==> src/rtl/sprite_arb_pkg.sv <==
// rtl/sprite_arb_pkg.sv - shared types, sprite ROM geometry and round-robin pick for the sprite ROM arbiter
package sprite_arb_pkg;

    typedef enum logic {
        RUN   = 1'b0,
        DRAIN = 1'b1
    } arb_state_t;

    // 32x32 sprite sheet: 1024 words of 4-bit palette index
    localparam int SPRITE_ADDR_W = 10;
    localparam int SPRITE_DATA_W = 4;
    localparam int MAX_REQ       = 8;

    function automatic logic [MAX_REQ-1:0] rr_pick(
        input logic [MAX_REQ-1:0] req,
        input logic [2:0]         ptr,
        input int unsigned        num_req
    );
        logic [MAX_REQ-1:0] pick;
        logic               found;
        logic [2:0]         idx;
        pick  = '0;
        found = 1'b0;
        for (int unsigned k = 0; k < MAX_REQ; k++) begin
            idx = 3'((32'(ptr) + k) % num_req);
            if (k < num_req && !found && req[idx]) begin
                pick[idx] = 1'b1;
                found     = 1'b1;
            end
        end
        return pick;
    endfunction

endpackage

==> src/rtl/sprite_rom_arbiter_rr.sv <==
// rtl/sprite_rom_arbiter_rr.sv - combinational round-robin pick returning one-hot grant and its index
module rr_arbiter
    import sprite_arb_pkg::*;
#(
    parameter int NUM_REQ = 4,
    parameter int IDX_W   = 2
) (
    input  logic [NUM_REQ-1:0] req,
    input  logic [IDX_W-1:0]   rr_ptr,
    output logic [NUM_REQ-1:0] gnt,
    output logic [IDX_W-1:0]   gnt_idx
);

    logic [MAX_REQ-1:0] req_ext;
    logic [MAX_REQ-1:0] pick;

    always_comb begin
        req_ext              = '0;
        req_ext[NUM_REQ-1:0] = req;
        pick                 = rr_pick(req_ext, 3'(rr_ptr), NUM_REQ);
        gnt                  = pick[NUM_REQ-1:0];
        gnt_idx              = '0;
        for (int i = 0; i < MAX_REQ; i++) begin
            if (pick[i]) gnt_idx = IDX_W'(i);
        end
    end

endmodule

==> src/rtl/sprite_rom_arbiter.sv <==
// rtl/sprite_rom_arbiter.sv - round-robin sprite ROM sharing with tagged responses and frame drain; ARB_STATS_EN adds stall_max
module sprite_rom_arbiter
    import sprite_arb_pkg::*;
#(
    parameter int NUM_REQ = 4,
    parameter int ADDR_W  = SPRITE_ADDR_W,
    parameter int DATA_W  = SPRITE_DATA_W,
    parameter int ROM_LAT = 1
) (
    input  logic                      vga_clk,
    input  logic                      reset_n,
    input  logic                      frame_start,
    input  logic [NUM_REQ-1:0]        req,
    input  logic [NUM_REQ*ADDR_W-1:0] req_addr,
    output logic [NUM_REQ-1:0]        gnt,
    output logic [ADDR_W-1:0]         rom_address,
    input  logic [DATA_W-1:0]         rom_q,
    output logic [NUM_REQ-1:0]        rsp_valid,
    output logic [DATA_W-1:0]         rsp_data,
    output logic                      draining
`ifdef ARB_STATS_EN
    ,
    output logic [7:0]                stall_max
`endif
);

    localparam int IDX_W = $clog2(NUM_REQ);

    arb_state_t           state;
    arb_state_t           state_next;
    logic [IDX_W-1:0]     rr_ptr;
    logic [IDX_W-1:0]     pick_idx;
    logic [NUM_REQ-1:0]   pick;
    logic [NUM_REQ-1:0]   tags [ROM_LAT];
    logic [ADDR_W-1:0]    addr_q;
    logic                 grant_en;
    logic                 pipe_empty;

    rr_arbiter #(
        .NUM_REQ (NUM_REQ),
        .IDX_W   (IDX_W)
    ) u_rr (
        .req     (req),
        .rr_ptr  (rr_ptr),
        .gnt     (pick),
        .gnt_idx (pick_idx)
    );

    always_comb begin
        pipe_empty = 1'b1;
        for (int s = 0; s < ROM_LAT; s++) begin
            if (|tags[s]) pipe_empty = 1'b0;
        end
    end

    always_comb begin
        state_next = state;
        grant_en   = 1'b0;
        case (state)
            RUN: begin
                if (frame_start) state_next = DRAIN;
                else             grant_en   = 1'b1;
            end
            DRAIN: begin
                if (pipe_empty) state_next = RUN;
            end
            default: state_next = RUN;
        endcase
    end

    // Gated by reset_n so a held request cannot leak a grant while in reset
    assign gnt         = (grant_en && reset_n) ? pick : '0;
    assign rom_address = (|gnt) ? req_addr[pick_idx*ADDR_W +: ADDR_W] : addr_q;
    assign rsp_valid   = tags[ROM_LAT-1];
    assign rsp_data    = (|rsp_valid) ? rom_q : '0;
    assign draining    = (state == DRAIN);

    always_ff @(posedge vga_clk or negedge reset_n) begin
        if (!reset_n) begin
            state  <= RUN;
            rr_ptr <= '0;
            addr_q <= '0;
            for (int s = 0; s < ROM_LAT; s++) tags[s] <= '0;
        end else begin
            state   <= state_next;
            tags[0] <= gnt;
            for (int s = 1; s < ROM_LAT; s++) tags[s] <= tags[s-1];
            if (|gnt) begin
                addr_q <= rom_address;
                rr_ptr <= (pick_idx == IDX_W'(NUM_REQ-1)) ? '0 : pick_idx + 1'b1;
            end else if (state == DRAIN && state_next == RUN) begin
                rr_ptr <= '0;
            end
        end
    end

`ifdef ARB_STATS_EN
    logic [7:0] wait_cnt  [NUM_REQ];
    logic [7:0] wait_next [NUM_REQ];
    logic [7:0] wait_peak;

    always_comb begin
        wait_peak = stall_max;
        for (int i = 0; i < NUM_REQ; i++) begin
            if (req[i] && !gnt[i])
                wait_next[i] = (wait_cnt[i] == 8'hFF) ? 8'hFF : wait_cnt[i] + 8'd1;
            else
                wait_next[i] = 8'd0;
            if (wait_next[i] > wait_peak) wait_peak = wait_next[i];
        end
    end

    always_ff @(posedge vga_clk or negedge reset_n) begin
        if (!reset_n) begin
            stall_max <= 8'd0;
            for (int i = 0; i < NUM_REQ; i++) wait_cnt[i] <= 8'd0;
        end else if (frame_start) begin
            stall_max <= 8'd0;
            for (int i = 0; i < NUM_REQ; i++) wait_cnt[i] <= 8'd0;
        end else begin
            stall_max <= wait_peak;
            for (int i = 0; i < NUM_REQ; i++) wait_cnt[i] <= wait_next[i];
        end
    end
`endif

endmodule
==> config.mk <==
export PLATFORM = sky130hd
export DESIGN_NAME = sprite_rom_arbiter
export DESIGN_NICKNAME = d
export VERILOG_FILES = /design/src/rtl/sprite_arb_pkg.sv /design/src/rtl/sprite_rom_arbiter_rr.sv /design/src/rtl/sprite_rom_arbiter.sv
export SDC_FILE = /design/constraint.sdc
export NUM_CORES = 1
export LEC_CHECK = 0
export BUFFER_PORTS_ARGS = -buffer_cell sky130_fd_sc_hd__buf_2
export CAP_MARGIN = 20
export CORE_ASPECT_RATIO = 1.2
export CORE_MARGIN = 8
export CORE_UTILIZATION = 46
export CTS_BUF_LIST = sky130_fd_sc_hd__clkbuf_8
export DETAILED_ROUTE_END_ITERATION = 8
export GPL_TIMING_DRIVEN = 0
export PLACE_DENSITY = 0.82
export SLEW_MARGIN = 20
export SYNTH_ARGS = -nofsm -noshare
export SYNTH_HDL_FRONTEND = slang
export SYNTH_SLANG_ARGS = --single-unit
==> constraint.sdc <==
create_clock -name vga_clk -period 3.2 [get_ports vga_clk]
set_input_delay 0.32 -clock vga_clk [delete_from_list [all_inputs] [get_ports vga_clk]]
set_output_delay 0.32 -clock vga_clk [all_outputs]
set_load 0.02 [all_outputs]
==> results of run 1 <==
==> how the worst min path moves through the flow <==
| stage | from | endpoint | slack [ns] | cells past startpoint |
|---|---|---|---|---|
| global route | reset_n | addr_q[9] | 0.01 | 1 |
| CTS | reset_n | addr_q[0] | 0.001 | 1 |
| detailed placement | reset_n | addr_q[7] | 0.27 | 1 |
| finish | reset_n | addr_q[9] | -0.01 | 1 |
| global placement | reset_n | addr_q[0] | 0.27 | 1 |
| floorplan | reset_n | addr_q[0] | 0.02 | 0 |
==> worst max-delay path, stage by stage, from the launching register on <==
cell	delay, ns
sky130_fd_sc_hd__dfrtp_1	0.37
sky130_fd_sc_hd__buf_6	0.12
sky130_fd_sc_hd__buf_4	0.12
sky130_fd_sc_hd__mux4_2	0.62
sky130_fd_sc_hd__nand2_1	0.15
sky130_fd_sc_hd__o21ai_1	0.12
sky130_fd_sc_hd__a221oi_4	0.41
sky130_fd_sc_hd__clkbuf_8	0.26
sky130_fd_sc_hd__nand3_1	0.10
sky130_fd_sc_hd__o2bb2ai_2	0.15
sky130_fd_sc_hd__a31oi_2	0.19
sky130_fd_sc_hd__buf_4	0.18
==> sequential cells by signal, summed over array words and instances (netlist names) <==
name,cells
rsp_valid,4
addr_q,10
rr_ptr,2
draining,1
==> stage by stage <==
stage          std cells  total power [mW]  util [%]
2_1_floorplan        150              1.74         -
3_3_place_gp         257              2.13      64.6
3_5_place_dp         257              2.17      64.6
4_1_cts              274              2.86      76.5
5_1_grt              279              3.27      79.4
6_report             279              3.09      79.4
==> cells in the final DEF, fill, tap and decap left out, types with 8 or more instances in the layout <==
cell type                 instances
sky130_fd_sc_hd__nand3_1          9
sky130_fd_sc_hd__dfrtp_1         16
sky130_fd_sc_hd__nand2_1         20
sky130_fd_sc_hd__buf_2           62
sky130_fd_sc_hd__buf_4           24
sky130_fd_sc_hd__buf_6            8
sky130_fd_sc_hd__a31oi_2          9
sky130_fd_sc_hd__a31oi_1         11
sky130_fd_sc_hd__a21oi_1         11
sky130_fd_sc_hd__nor2_1          11
==> power by group through the flow <==
stage | combinational, mW | clock (mW) | sequential, mW
6_report | 2.56 | 0.168 | 0.359
5_1_grt | 2.73 | 0.172 | 0.368
4_1_cts | 2.34 | 0.164 | 0.354
3_5_place_dp | 1.81 | 0 | 0.355
3_3_place_gp | 1.77 | 0 | 0.351
2_1_floorplan | 1.38 | 0 | 0.361
==> metal layers <==
metal	vias to the layer above	wire [um]	global-route usage, %
met5	-	0	0
li1	771	-	-
met2	133	2870	38.0
met1	861	2130	24.8
met3	15	641	5.06
met4	0	114	8.01
==> final cells by class <==
type	instances	area share, %
flip-flops and latches	17	19.3
inverters	2	0.340
plain buffers	9	4.07
repair buffers	90	24.9
well taps	34	1.92
clock inverters	1	0.170
clock buffers	3	1.87
multi-input cells	123	47.4
==> timing repair <==
item                                   in CTS  in global routing
pin swaps                                  11                  4
endpoints found under the hold margin       0                  0
cloned                                      3                  1
setup endpoints to repair                  13                 10
buffers inserted                           10                  4
resized for setup                          41                 15
==> cell families (layout without fill, tap and decap cells) <==
| family | count (synthesis) | count (layout) |
|---|---|---|
| AO/OA/AOI/OAI | 57 | 57 |
| adder cells (fa/ha/maj) | 6 | 6 |
| buffers and inverters | 11 | 105 |
| flip-flops | 17 | 17 |
| multiplexers | 4 | 5 |
| AND/OR/NAND/NOR | 55 | 55 |
==> results.txt, run 1 <==
----------------------------------------------------
[Outcome]
  Outcome ... finished, violations left
  Violated checks ... negative hold slack, negative setup slack

[Logic synthesis]
  Per-instance average area after synthesis ... slightly below 9 um^2
  Number of nets in the synthesized netlist ... roughly 210
  Total standard cell area after synthesis ... around 1300 um^2
  Most repeated cell in the gate-level netlist after synthesis ... sky130_fd_sc_hd__nand2_1
  Largest family of logic cells by synthesized area ... compound AO/OA/AOI/OAI gates
  Yosys top cell area share ... roughly a third
  Parity-gate share of the synthesized area counting xor and xnor cells ... 0%
  Syn Inst Count ... 150
  Yosys Warn Count ... 0
  Multiplexer area fraction after synthesis ... roughly 6.7%
  Share of synthesized flip-flops with an asynchronous set or reset ... 100%
  Synth Area in Simple Gates ... between 20% and 30%
  Number of synthesized flops with an enable pin ... 0
  Number of different library cells in the post-synthesis netlist ... 27
  Register bit count reported by yosys ... 17
  Most used flip-flop cell after synthesis ... sky130_fd_sc_hd__dfrtp_1
  Largest area contributor in the synthesized netlist ... sky130_fd_sc_hd__dfrtp_1
  Adder-Cell Fraction of Synth Area ... under 10%
  Fraction of the yosys area taken by sequential cells ... roughly a third
  Area fraction in compound gates after synthesis ... 31.2%
  Top area cells in the synthesized netlist ... sky130_fd_sc_hd__dfrtp_1, sky130_fd_sc_hd__a31oi_1, sky130_fd_sc_hd__mux4_2, sky130_fd_sc_hd__o2bb2ai_1, sky130_fd_sc_hd__nand2_1
  Commonest cells in the netlist ... sky130_fd_sc_hd__nand2_1, sky130_fd_sc_hd__a31oi_1, sky130_fd_sc_hd__dfrtp_1, sky130_fd_sc_hd__nor2_1, sky130_fd_sc_hd__a21oi_1

[Floorplan]
  Total core area ... between 2000 and 3000 um^2
  Die span in y ... 75.2 um
  Die outline width ... approximately 65 um
  Area of the die ... roughly 4900 um^2
  Count of standard-cell rows ... 21
  Starting Density ... about 48%
  IO Count ... between 70 and 80

[Finish]
  Number of filler instances in the final layout ... roughly 170
  Area of all sequential standard cells ... between 400 and 500 um^2
  Number of nets in the finished design ... a little over 300
  Area occupied by multi-input gates ... between 1000 and 1500 um^2
  Share of cells above drive strength 1 ... 57.1%
  Antenna fix cells ... 0
  Growth of design area from synthesis to finish ... 64.7%
  Post-route cell area ... approximately 2200 um^2

[CTS]
  Num CTS Buffers ... 3
  Number of hold buffers added after cts ... 0
  CTS tree ... done
  Worst-Skew Late Latency ... around 0.26 ns
  Clock transition at the registers of the reported paths ... roughly 0.08 ns
  Clock Path Buffers ... 2
  TritonCTS sink count ... 17
  Clk root buf ... sky130_fd_sc_hd__clkbuf_8
  Depth of the CTS H-tree ... 1

[Pwr]
  Power share of the clock group ... between 5 and 6%
  Net switching power ... approximately 1.6 mW
  Sequential fraction of design power ... between 10 and 15%
  Power per Cell Area ... around 1400 nW/um^2
  Share of total power in combinational logic ... approximately 83%
  Internal power component ... 1.52 mW
  Switching share of power ... between 50% and 60%
  Leak Pwr ... a little under 1 nW
  Max rail drop VDD ... 0.000937 V

[Setup path]
  FF-to-FF setup slack ... between 0.4 and 0.5 ns
  CP Max Fanout ... 7
  Destination of the worst register-to-register timing path ... rr_ptr[0]
  Type of destination of the critical path ... primary output
  Critical path start-end classification ... flip-flop to primary output
  Startpoint of the worst register-to-register path ... rr_ptr[0]
  WP data required ... ~2.9 ns
  Startpoint type of the worst setup path ... flip-flop
  Critical path endpoint ... rom_address[1]
  Beginning of the critical path ... rr_ptr[0]
  Worst reg-to-reg path cell count ... 11
  Worst EP arrival ... slightly above 3 ns

[Timing]
  Pin slew with the least headroom to its limit ... around 0.82 ns
  Final worst setup slack ... -0.183 ns
  Hold slack final ... -0.0148 ns
  Setup repair after global routing missed its margin ... true
  Fmax ... about 300 MHz
  Min Tclk post-route ... 3.38 ns
  Number of endpoints failing setup at the final stage ... 10
  Skew final ... 0.00766 ns
  Final cycle utilization of the critical path ... 106%
  Count of final max-slew check failures ... 0
  Summed negative setup slack over all endpoints ... -1.40 ns
  Final-report hold violation count ... 9
  Max-slew headroom at the worst pin ... between 40 and 50%

[Global route]
  Antenna violations before repair ... 0
  Maximum number of pins on one net before global-route repair ... 19
  Global-route wire length before repair ... between 8000 and 9000 um
  Total global-route track usage ... a little over a fifth
  Global-route congestion overflow total ... 0
  Via count of the first global-routing pass ... ~1.7k

[Placement]
  Routability-driven placement congestion ratio ... between 0.8 and 0.9
  Post-placement cell area ... 1800 um^2
  Port Buf Inserts ... 73
  Total half-perimeter wirelength after legalization and detailed placement ... roughly 3500 um
  Setup slack at placement ... -0.337 ns

[Routing]
  Wirelength, routed ... 5750 um
  Number of nets with antenna violations after routing ... 0
  Routed vias ... approximately 1.8k
  Number of DRC markers in iteration 0 ... 127
  Drt wl/cell ... roughly 21 um
  Vias per cell ... 6.38
  Drc violations ... 0
  Number of search-and-repair iterations in the first detailed-routing pass ... 7

[Run]
  Max-capacitance violation count ... 0

[Worst hold path]
  Hold crit path type ... input port to asynchronous set/reset pin

----------------------------------------------------
Note: power is estimated with default switching activity, not from simulation.
==> inputs of run 2 (changes only) <==
--- a/config.mk
+++ b/config.mk
@@ -5,15 +5,19 @@
 export SDC_FILE = /design/constraint.sdc
 export NUM_CORES = 1
 export LEC_CHECK = 0
+export ABC_CLOCK_PERIOD_IN_PS = 3200
 export BUFFER_PORTS_ARGS = -buffer_cell sky130_fd_sc_hd__buf_2
 export CAP_MARGIN = 20
+export CELL_PAD_IN_SITES_DETAIL_PLACEMENT = 1
+export CELL_PAD_IN_SITES_GLOBAL_PLACEMENT = 2
 export CORE_ASPECT_RATIO = 1.2
 export CORE_MARGIN = 8
-export CORE_UTILIZATION = 46
+export CORE_UTILIZATION = 25
 export CTS_BUF_LIST = sky130_fd_sc_hd__clkbuf_8
 export DETAILED_ROUTE_END_ITERATION = 8
 export GPL_TIMING_DRIVEN = 0
-export PLACE_DENSITY = 0.82
+export PLACE_DENSITY_LB_ADDON = 0.1
+export SETUP_SLACK_MARGIN = 0.3
 export SLEW_MARGIN = 20
 export SYNTH_ARGS = -nofsm -noshare
 export SYNTH_HDL_FRONTEND = slang
==> run 2 against run 1 <==
Net effect:
- the flow finishes with violations (negative setup slack)
- sequential cell count unchanged
- die area rose by 63%
- total power grew 21%
- critical endpoint unchanged
- critical path depth is 3 higher
- non-clock buffer count is 13 higher
- final area is 18% higher
- register-to-register slack barely moved
- worst hold slack better by 0.34 ns
- first-iteration DRC count decreased by 69%
- global-route usage shrank 6.9 points
- largest cell class unchanged
- wire length rose by 0.83%
==> results.txt, run 2 (synthesis results as in run 1) <==
----------------------------------------------------
[CTS]
  Num CTS Buffers ... 3 (unchanged)
  Worst-Skew Late Latency ... 0.26 ns (about the same)
  Depth of the CTS H-tree ... 1 (unchanged)
  Clock Path Buffers ... 2 (unchanged)
  Clk root buf ... sky130_fd_sc_hd__clkbuf_8 (unchanged)
  Clock transition at the registers of the reported paths ... 0.08 ns (about the same)
  CTS tree ... done (unchanged)
  TritonCTS sink count ... 17 (unchanged)

[Placement]
  Total half-perimeter wirelength after legalization and detailed placement ... 4400 um (was 3450 um)
  Port Buf Inserts ... 73 (unchanged)
  Routability-driven placement congestion ratio ... 0.837 (was 0.835)

[Floorplan]
  Starting Density ... 25.7% (was 48.2%)
  Die span in y ... 96.3 um (was 75.2 um)
  Total core area ... 5230 um^2 (was 2790 um^2)
  Count of standard-cell rows ... 29 (was 21)
  Area of the die ... 7980 um^2 (was 4910 um^2)
  IO Count ... 74 (unchanged)
  Die outline width ... 82.9 um (was 65.3 um)

[Finish]
  Utilization of the core after routing ... 50.0% (was 79.4%)
  Top library cells by usage in the layout, fill and taps aside ... sky130_fd_sc_hd__buf_2, sky130_fd_sc_hd__buf_4, sky130_fd_sc_hd__buf_6, sky130_fd_sc_hd__dfrtp_1 (was sky130_fd_sc_hd__buf_2, sky130_fd_sc_hd__buf_4, sky130_fd_sc_hd__nand2_1, sky130_fd_sc_hd__dfrtp_1)
  Antenna fix cells ... 0 (unchanged)
  Growth of design area from synthesis to finish ... 94.6% (was 64.7%)
  Most common cell after layout, fill and taps aside ... sky130_fd_sc_hd__buf_2 (unchanged)
  Register name with the most flops ... addr_q (unchanged)
  Number of nets in the finished design ... 315 (was 303)
  Number of filler instances in the final layout ... 618 (was 172)
  Share of cells above drive strength 1 ... 66.1% (was 57.1%)
  Number of flip-flops in the largest register ... 10 (unchanged)

[Worst hold path]
  Worst min-delay path startpoint ... frame_start
  Hold crit path type ... input port to flip-flop (was input port to asynchronous set/reset pin)

[Setup path]
  Destination of the worst register-to-register timing path ... addr_q[3] (was rr_ptr[0])
  Beginning of the critical path ... rr_ptr[0] (unchanged)
  Worst path bufs/invs ... 7 (was 4)
  Delay-heaviest family, CP ... buffers and inverters (was compound AO/OA/AOI/OAI gates)
  FF-to-FF setup slack ... 0.43 ns (was 0.42 ns)
  WP data required ... 2.88 ns (about the same)
  Worst EP arrival ... 3.04 ns (was 3.06 ns)
  Type of destination of the critical path ... primary output (unchanged)
  CP Max Fanout ... 7 (unchanged)
  Critical Path Most Common Cell ... sky130_fd_sc_hd__buf_6 (was sky130_fd_sc_hd__buf_4)
  List of cells traversed by the critical path ... buf_6 -> inv_4 -> ha_4 -> mux4_2 -> buf_6 -> nor3b_4 -> buf_6 -> a221oi_4 -> buf_12 -> nor3_4 -> buf_6 -> nand2_2 -> a31oi_4 -> buf_6 (was buf_6 -> buf_4 -> mux4_2 -> nand2_1 -> o21ai_1 -> a221oi_4 -> clkbuf_8 -> nand3_1 -> o2bb2ai_2 -> a31oi_2 -> buf_4)
  Delay of the slowest critical-path stage ... 0.40 ns (was 0.62 ns)
  Worst reg-to-reg path cell count ... 14 (was 11)
  Crit path max-delay cell type ... sky130_fd_sc_hd__mux4_2 (unchanged)
  Startpoint type of the worst setup path ... flip-flop (unchanged)
  Critical path endpoint ... rom_address[1] (unchanged)
  Cell depth of the worst setup path ... 14 (was 11)
  Critical path start-end classification ... flip-flop to primary output (unchanged)
  Startpoint of the worst register-to-register path ... rr_ptr[0] (unchanged)

[Routing]
  Number of DRC markers in iteration 0 ... 39 (was 127)
  Routed vias ... 1635 (was 1780)
  Number of search-and-repair iterations in the first detailed-routing pass ... 3 (was 7)
  Drt wl/cell ... 18.2 um (was 20.6 um)
  Drc violations ... 0 (unchanged)
  Vias per cell ... 5.13 (was 6.38)
  Wirelength, routed ... 5800 um (was 5750 um)
  Number of nets with antenna violations after routing ... 0 (unchanged)

[Timing]
  Pin slew with the least headroom to its limit ... 0.866 ns (was 0.819 ns)
  Number of endpoints failing setup at the final stage ... 10 (unchanged)
  Final cycle utilization of the critical path ... 105% (was 106%)
  Fmax ... 298 MHz (was 296 MHz)
  Max-slew headroom at the worst pin ... 41.7% (was 44.9%)
  Final-report hold violation count ... 0 (was 9)
  Count of final max-slew check failures ... 0 (unchanged)
  Setup repair after global routing missed its margin ... true (unchanged)
  Final worst setup slack ... -0.158 ns (was -0.183 ns)
  Skew final ... 0.00792 ns (was 0.00766 ns)
  Min Tclk post-route ... 3.36 ns (was 3.38 ns)
  Summed negative setup slack over all endpoints ... -1.27 ns (was -1.40 ns)

[Global route]
  Total global-route track usage ... 14.7% (was 21.6%)
  Via count of the first global-routing pass ... 1863 (was 1675)
  Peak-usage layer in the global routing report ... met2 (unchanged)
  Maximum number of pins on one net before global-route repair ... 19 (unchanged)
  Met3 demand-to-capacity share in global routing ... 2.62% (was 5.06%)
  Met1 usage in global routing ... 15.3% (was 24.8%)
  Global-route wire length before repair ... 9570 um (was 8340 um)
  GR Layer Usage met2 ... 29.2% (was 38.0%)
  Global-route congestion overflow total ... 0 (unchanged)
  Antenna violations before repair ... 0 (unchanged)

[Run]
  Max-capacitance violation count ... 0 (unchanged)

[Pwr]
  Max rail drop VDD ... 0.000615 V (was 0.000937 V)
  Power per Cell Area ... 1430 nW/um^2 (was 1400 nW/um^2)
  Total design power ... 3.72 mW (was 3.09 mW)
  Leak Pwr ... 1.12 nW (was 0.982 nW)

[Outcome]
  Outcome ... finished, violations left (unchanged)
  Violated checks ... negative setup slack (was negative hold slack, negative setup slack)

----------------------------------------------------
==> run 2: cell types whose count changed in the layout (fill, tap and decap cells not counted), moves of 3 or more <==
cell                        before  now
sky130_fd_sc_hd__a31oi_1        11    8
sky130_fd_sc_hd__a31oi_2         9    4
sky130_fd_sc_hd__a31oi_4         0    8
sky130_fd_sc_hd__buf_2          62   59
sky130_fd_sc_hd__buf_6           8   21
sky130_fd_sc_hd__nand2_1        20   11
sky130_fd_sc_hd__nand2_2         1    5
sky130_fd_sc_hd__nand2_4         0    5
sky130_fd_sc_hd__o2bb2ai_1       6    3
==> run 2: report_power, final <==
| part | switching [mW] | internal [mW] | total, mW |
|---|---|---|---|
| combinational | 1.67 | 1.53 | 3.20 |
| sequential | 0.0411 | 0.308 | 0.349 |
| clock | 0.0830 | 0.0879 | 0.171 |
| total | 1.79 | 1.93 | 3.72 |
==> run 2: per-stage QoR <==
stage | cell area [um^2] | hold slack (ns) | setup slack, ns | instances
final | 2610 | 0.322 | -0.158 | 319
after global routing | 2610 | 0.351 | -0.360 | 319
after CTS | 2390 | 0.321 | -0.166 | 310
after detailed placement | 1970 | 0.281 | -0.289 | 285
after global placement | 1970 | 0.278 | -0.185 | 285
after floorplan | 1530 | 0.0244 | 0.295 | 150
==> run 2: worst min-delay path by stage <==
stage                     end  slack [ns]  cells past startpoint
floorplan           addr_q[0]        0.02                      0
global placement    addr_q[4]        0.28                      1
detailed placement  addr_q[4]        0.28                      1
CTS                  draining        0.32                      3
global route        addr_q[8]        0.35                      3
finish               draining        0.32                      3
==> run 2: repair_timing <==
action                                 CTS  global route
endpoints found under the hold margin   11             0
setup buffers                           20             9
setup endpoints to repair               26            22
hold buffers                             1             0
cloned                                   0             0
pin swaps                                9            15
gates resized for setup                 52            30
==> run 2: cell type report <==
cell class	count	area (um^2)	share of cell area, %
multi-input combinational	122	1230	47.0
timing repair buffer	103	713	27.3
sequential	17	428	16.4
buffer	9	108	4.12
tap	62	77.6	2.97
clock buffer	3	41.3	1.58
inverter	2	10.0	0.383
clock inverter	1	7.51	0.287
==> run 2: layer usage <==
metal | vias to the layer above | part of all wire (%)
met3 | 6 | 3.2
met1 | 806 | 39
met2 | 33 | 57
met4 | 0 | 1.1
met5 | - | 0
li1 | 790 | -
==> run 2: tightest hold or removal path, stage by stage <==
cell	delay, ns
sky130_fd_sc_hd__buf_2	0.07
sky130_fd_sc_hd__nor2_1	0.04
sky130_fd_sc_hd__a21oi_1	0.10
==> inputs of run 3 (changes only) <==
==> constraint.sdc (replaced) <==
create_clock -name vga_clk -period 3.2 [get_ports vga_clk]
set_input_delay 0.48 -clock vga_clk [delete_from_list [all_inputs] [get_ports vga_clk]]
set_output_delay 0.48 -clock vga_clk [all_outputs]
set_load 0.02 [all_outputs]
==> run 3 against run 2 <==
Net effect:
- the run still ends with negative setup slack left
- critical path depth down 2
- die area unchanged
- non-clock buffer count down 2
- sequential cell count unchanged
- wire length up 5.1%
- total power up 6.9%
- clock skew down 0.00099 ns
- maximum frequency down 3.7%
- highest routed layer unchanged
==> results.txt, run 3 (synthesis results as in run 1) <==
----------------------------------------------------
[Setup path]
  Delay of the slowest critical-path stage ... 0.57 ns (was 0.40 ns)
  Startpoint type of the worst setup path ... flip-flop (unchanged)
  Type of destination of the critical path ... primary output (unchanged)
  CP Max Fanout ... 5 (was 7)
  Critical path start-end classification ... flip-flop to primary output (unchanged)
  List of cells traversed by the critical path ... buf_4 -> mux4_2 -> nor3b_4 -> buf_12 -> a221o_1 -> buf_6 -> nor3_4 -> buf_6 -> buf_12 -> nand2_8 -> a31oi_4 -> buf_6 (was buf_6 -> inv_4 -> ha_4 -> mux4_2 -> buf_6 -> nor3b_4 -> buf_6 -> a221oi_4 -> buf_12 -> nor3_4 -> buf_6 -> nand2_2 -> a31oi_4 -> buf_6)
  Crit path max-delay cell type ... sky130_fd_sc_hd__mux4_2 (unchanged)
  Critical Path Most Common Cell ... sky130_fd_sc_hd__buf_6 (unchanged)
  Worst EP arrival ... 3.01 ns (was 3.04 ns)
  WP data required ... 2.72 ns (was 2.88 ns)

[Routing]
  Drc violations ... 0 (unchanged)
  Vias per cell ... 5.20 (was 5.13)
  Number of nets with antenna violations after routing ... 0 (unchanged)
  Drt wl/cell ... 19.2 um (was 18.2 um)
  Number of DRC markers in iteration 0 ... 31 (was 39)
  Number of search-and-repair iterations in the first detailed-routing pass ... 4 (was 3)
  Routed vias ... 1647 (was 1635)
  Wirelength, routed ... 6100 um (was 5800 um)

[Finish]
  Number of nets in the finished design ... 313 (was 315)
  Share of cells above drive strength 1 ... 70.6% (was 66.1%)
  Antenna fix cells ... 0 (unchanged)
  Number of flip-flops in the largest register ... 10 (unchanged)
  Growth of design area from synthesis to finish ... 103% (was 94.6%)
  Final Non-Filler Cells ... 317 (was 319)
  Top library cells by usage in the layout, fill and taps aside ... sky130_fd_sc_hd__buf_2, sky130_fd_sc_hd__buf_6, sky130_fd_sc_hd__buf_4, sky130_fd_sc_hd__dfrtp_1 (was sky130_fd_sc_hd__buf_2, sky130_fd_sc_hd__buf_4, sky130_fd_sc_hd__buf_6, sky130_fd_sc_hd__dfrtp_1)
  Most common cell after layout, fill and taps aside ... sky130_fd_sc_hd__buf_2 (unchanged)
  Utilization of the core after routing ... 52.2% (was 50.0%)
  Register name with the most flops ... addr_q (unchanged)

[Global route]
  Via count of the first global-routing pass ... 1892 (was 1863)
  Global-route wire length before repair ... 9710 um (was 9570 um)
  Antenna violations before repair ... 0 (unchanged)
  Global-route congestion overflow total ... 0 (unchanged)
  Total global-route track usage ... 14.8% (was 14.7%)
  Maximum number of pins on one net before global-route repair ... 19 (unchanged)

[Floorplan]
  Area of the die ... 7980 um^2 (unchanged)
  IO Count ... 74 (unchanged)
  Count of standard-cell rows ... 29 (unchanged)
  Total core area ... 5230 um^2 (unchanged)
  Die outline width ... 82.9 um (unchanged)
  Die span in y ... 96.3 um (unchanged)
  Starting Density ... 25.7% (unchanged)

[Timing]
  Final-report hold violation count ... 0 (unchanged)
  Fmax ... 287 MHz (was 298 MHz)
  Hold slack final ... 0.153 ns (was 0.322 ns)
  Setup repair after global routing missed its margin ... true (unchanged)
  Skew final ... 0.00693 ns (was 0.00792 ns)
  Min Tclk post-route ... 3.49 ns (was 3.36 ns)
  Summed negative setup slack over all endpoints ... -2.68 ns (was -1.27 ns)
  Final cycle utilization of the critical path ... 109% (was 105%)
  Pin slew with the least headroom to its limit ... 0.854 ns (was 0.866 ns)
  Final worst setup slack ... -0.288 ns (was -0.158 ns)
  Max-slew headroom at the worst pin ... 42.5% (was 41.7%)
  Number of endpoints failing setup at the final stage ... 10 (unchanged)
  Count of final max-slew check failures ... 0 (unchanged)

[CTS]
  TritonCTS sink count ... 17 (unchanged)
  Depth of the CTS H-tree ... 1 (unchanged)
  Clk root buf ... sky130_fd_sc_hd__clkbuf_8 (unchanged)
  Clock transition at the registers of the reported paths ... 0.08 ns (about the same)
  Clock Path Buffers ... 2 (unchanged)
  Worst-Skew Late Latency ... 0.26 ns (about the same)
  CTS tree ... done (unchanged)
  Num CTS Buffers ... 3 (unchanged)

[Pwr]
  Power per Cell Area ... 1460 nW/um^2 (was 1430 nW/um^2)
  Leak Pwr ... 1.16 nW (was 1.12 nW)
  Max rail drop VDD ... 0.000660 V (was 0.000615 V)

[Placement]
  Total half-perimeter wirelength after legalization and detailed placement ... 4340 um (was 4400 um)
  Routability-driven placement congestion ratio ... 0.784 (was 0.837)
  Post-Place Cells ... 285 (unchanged)
  Setup slack at placement ... -0.434 ns (was -0.289 ns)
  Port Buf Inserts ... 73 (unchanged)

[Outcome]
  Outcome ... finished, violations left (unchanged)
  Violated checks ... negative setup slack (unchanged)

[Worst hold path]
  Hold crit path type ... input port to asynchronous set/reset pin (was input port to flip-flop)

[Run]
  Max-capacitance violation count ... 0 (unchanged)

----------------------------------------------------
run 3: timing repair:
action / in CTS / in global routing
resized for setup: 77 / 33
buffers inserted: 20 / 5
pin swaps: 19 / 23
hold buffers: 0 / 0
setup endpoints to repair: 26 / 24
gates cloned: 3 / 0
run 3: layout make-up:
| cell class | count | area [um^2] |
|---|---|---|
| clock inverters | 1 | 5.00 |
| inverters | 2 | 10.0 |
| repair buffers | 101 | 756 |
| clock buffers | 3 | 41.3 |
| plain buffers | 9 | 113 |
| well taps | 62 | 77.6 |
| fillers | 586 | 2500 |
| flip-flops and latches | 17 | 428 |
| multi-input cells | 122 | 1300 |
run 3: metrics by stage:
stage	area [um^2]	power, mW
CTS	2550	3.72
finish	2730	3.98
floorplan	1560	2.08
global placement	2010	2.54
global route	2730	4.23
detailed placement	2010	2.61
run 3: path summary, 6_finish.rpt:
check / start / endpoint / slack (ns) / cells past startpoint
max: rr_ptr[1] / rom_address[2] / -0.29 / 12
min: reset_n / addr_q[2] / 0.15 / 1
max reg2reg: rr_ptr[1] / addr_q[8] / 0.40 / 12
min reg2reg: draining / draining / 0.51 / 1
max in group asynchronous: reset_n / rr_ptr[1] / 2.71 / 1
min in group vga_clk: frame_start / draining / 0.49 / 3
run 3: power breakdown:
part	switching [mW]	internal (mW)
Sequential	0.0534	0.309
Clock	0.0801	0.0865
Combinational	1.78	1.67
run 3: worst max-delay path: cells and delay by family (launching register included):
family / cells / cell delay (ns)
compound gates: 2 / 0.50
simple gates: 3 / 0.46
buf+inv: 6 / 0.84
flops: 1 / 0.38
mux: 1 / 0.57
run 3: metal layers:
layer	share of wire, %	track usage [%]	up-vias	wire (um)
met3	3.3	2.29	2	202
met4	0.69	3.81	0	42
met2	56	28.7	42	3390
li1	-	-	791	-
met1	40	16.5	812	2470
met5	0	0	-	0
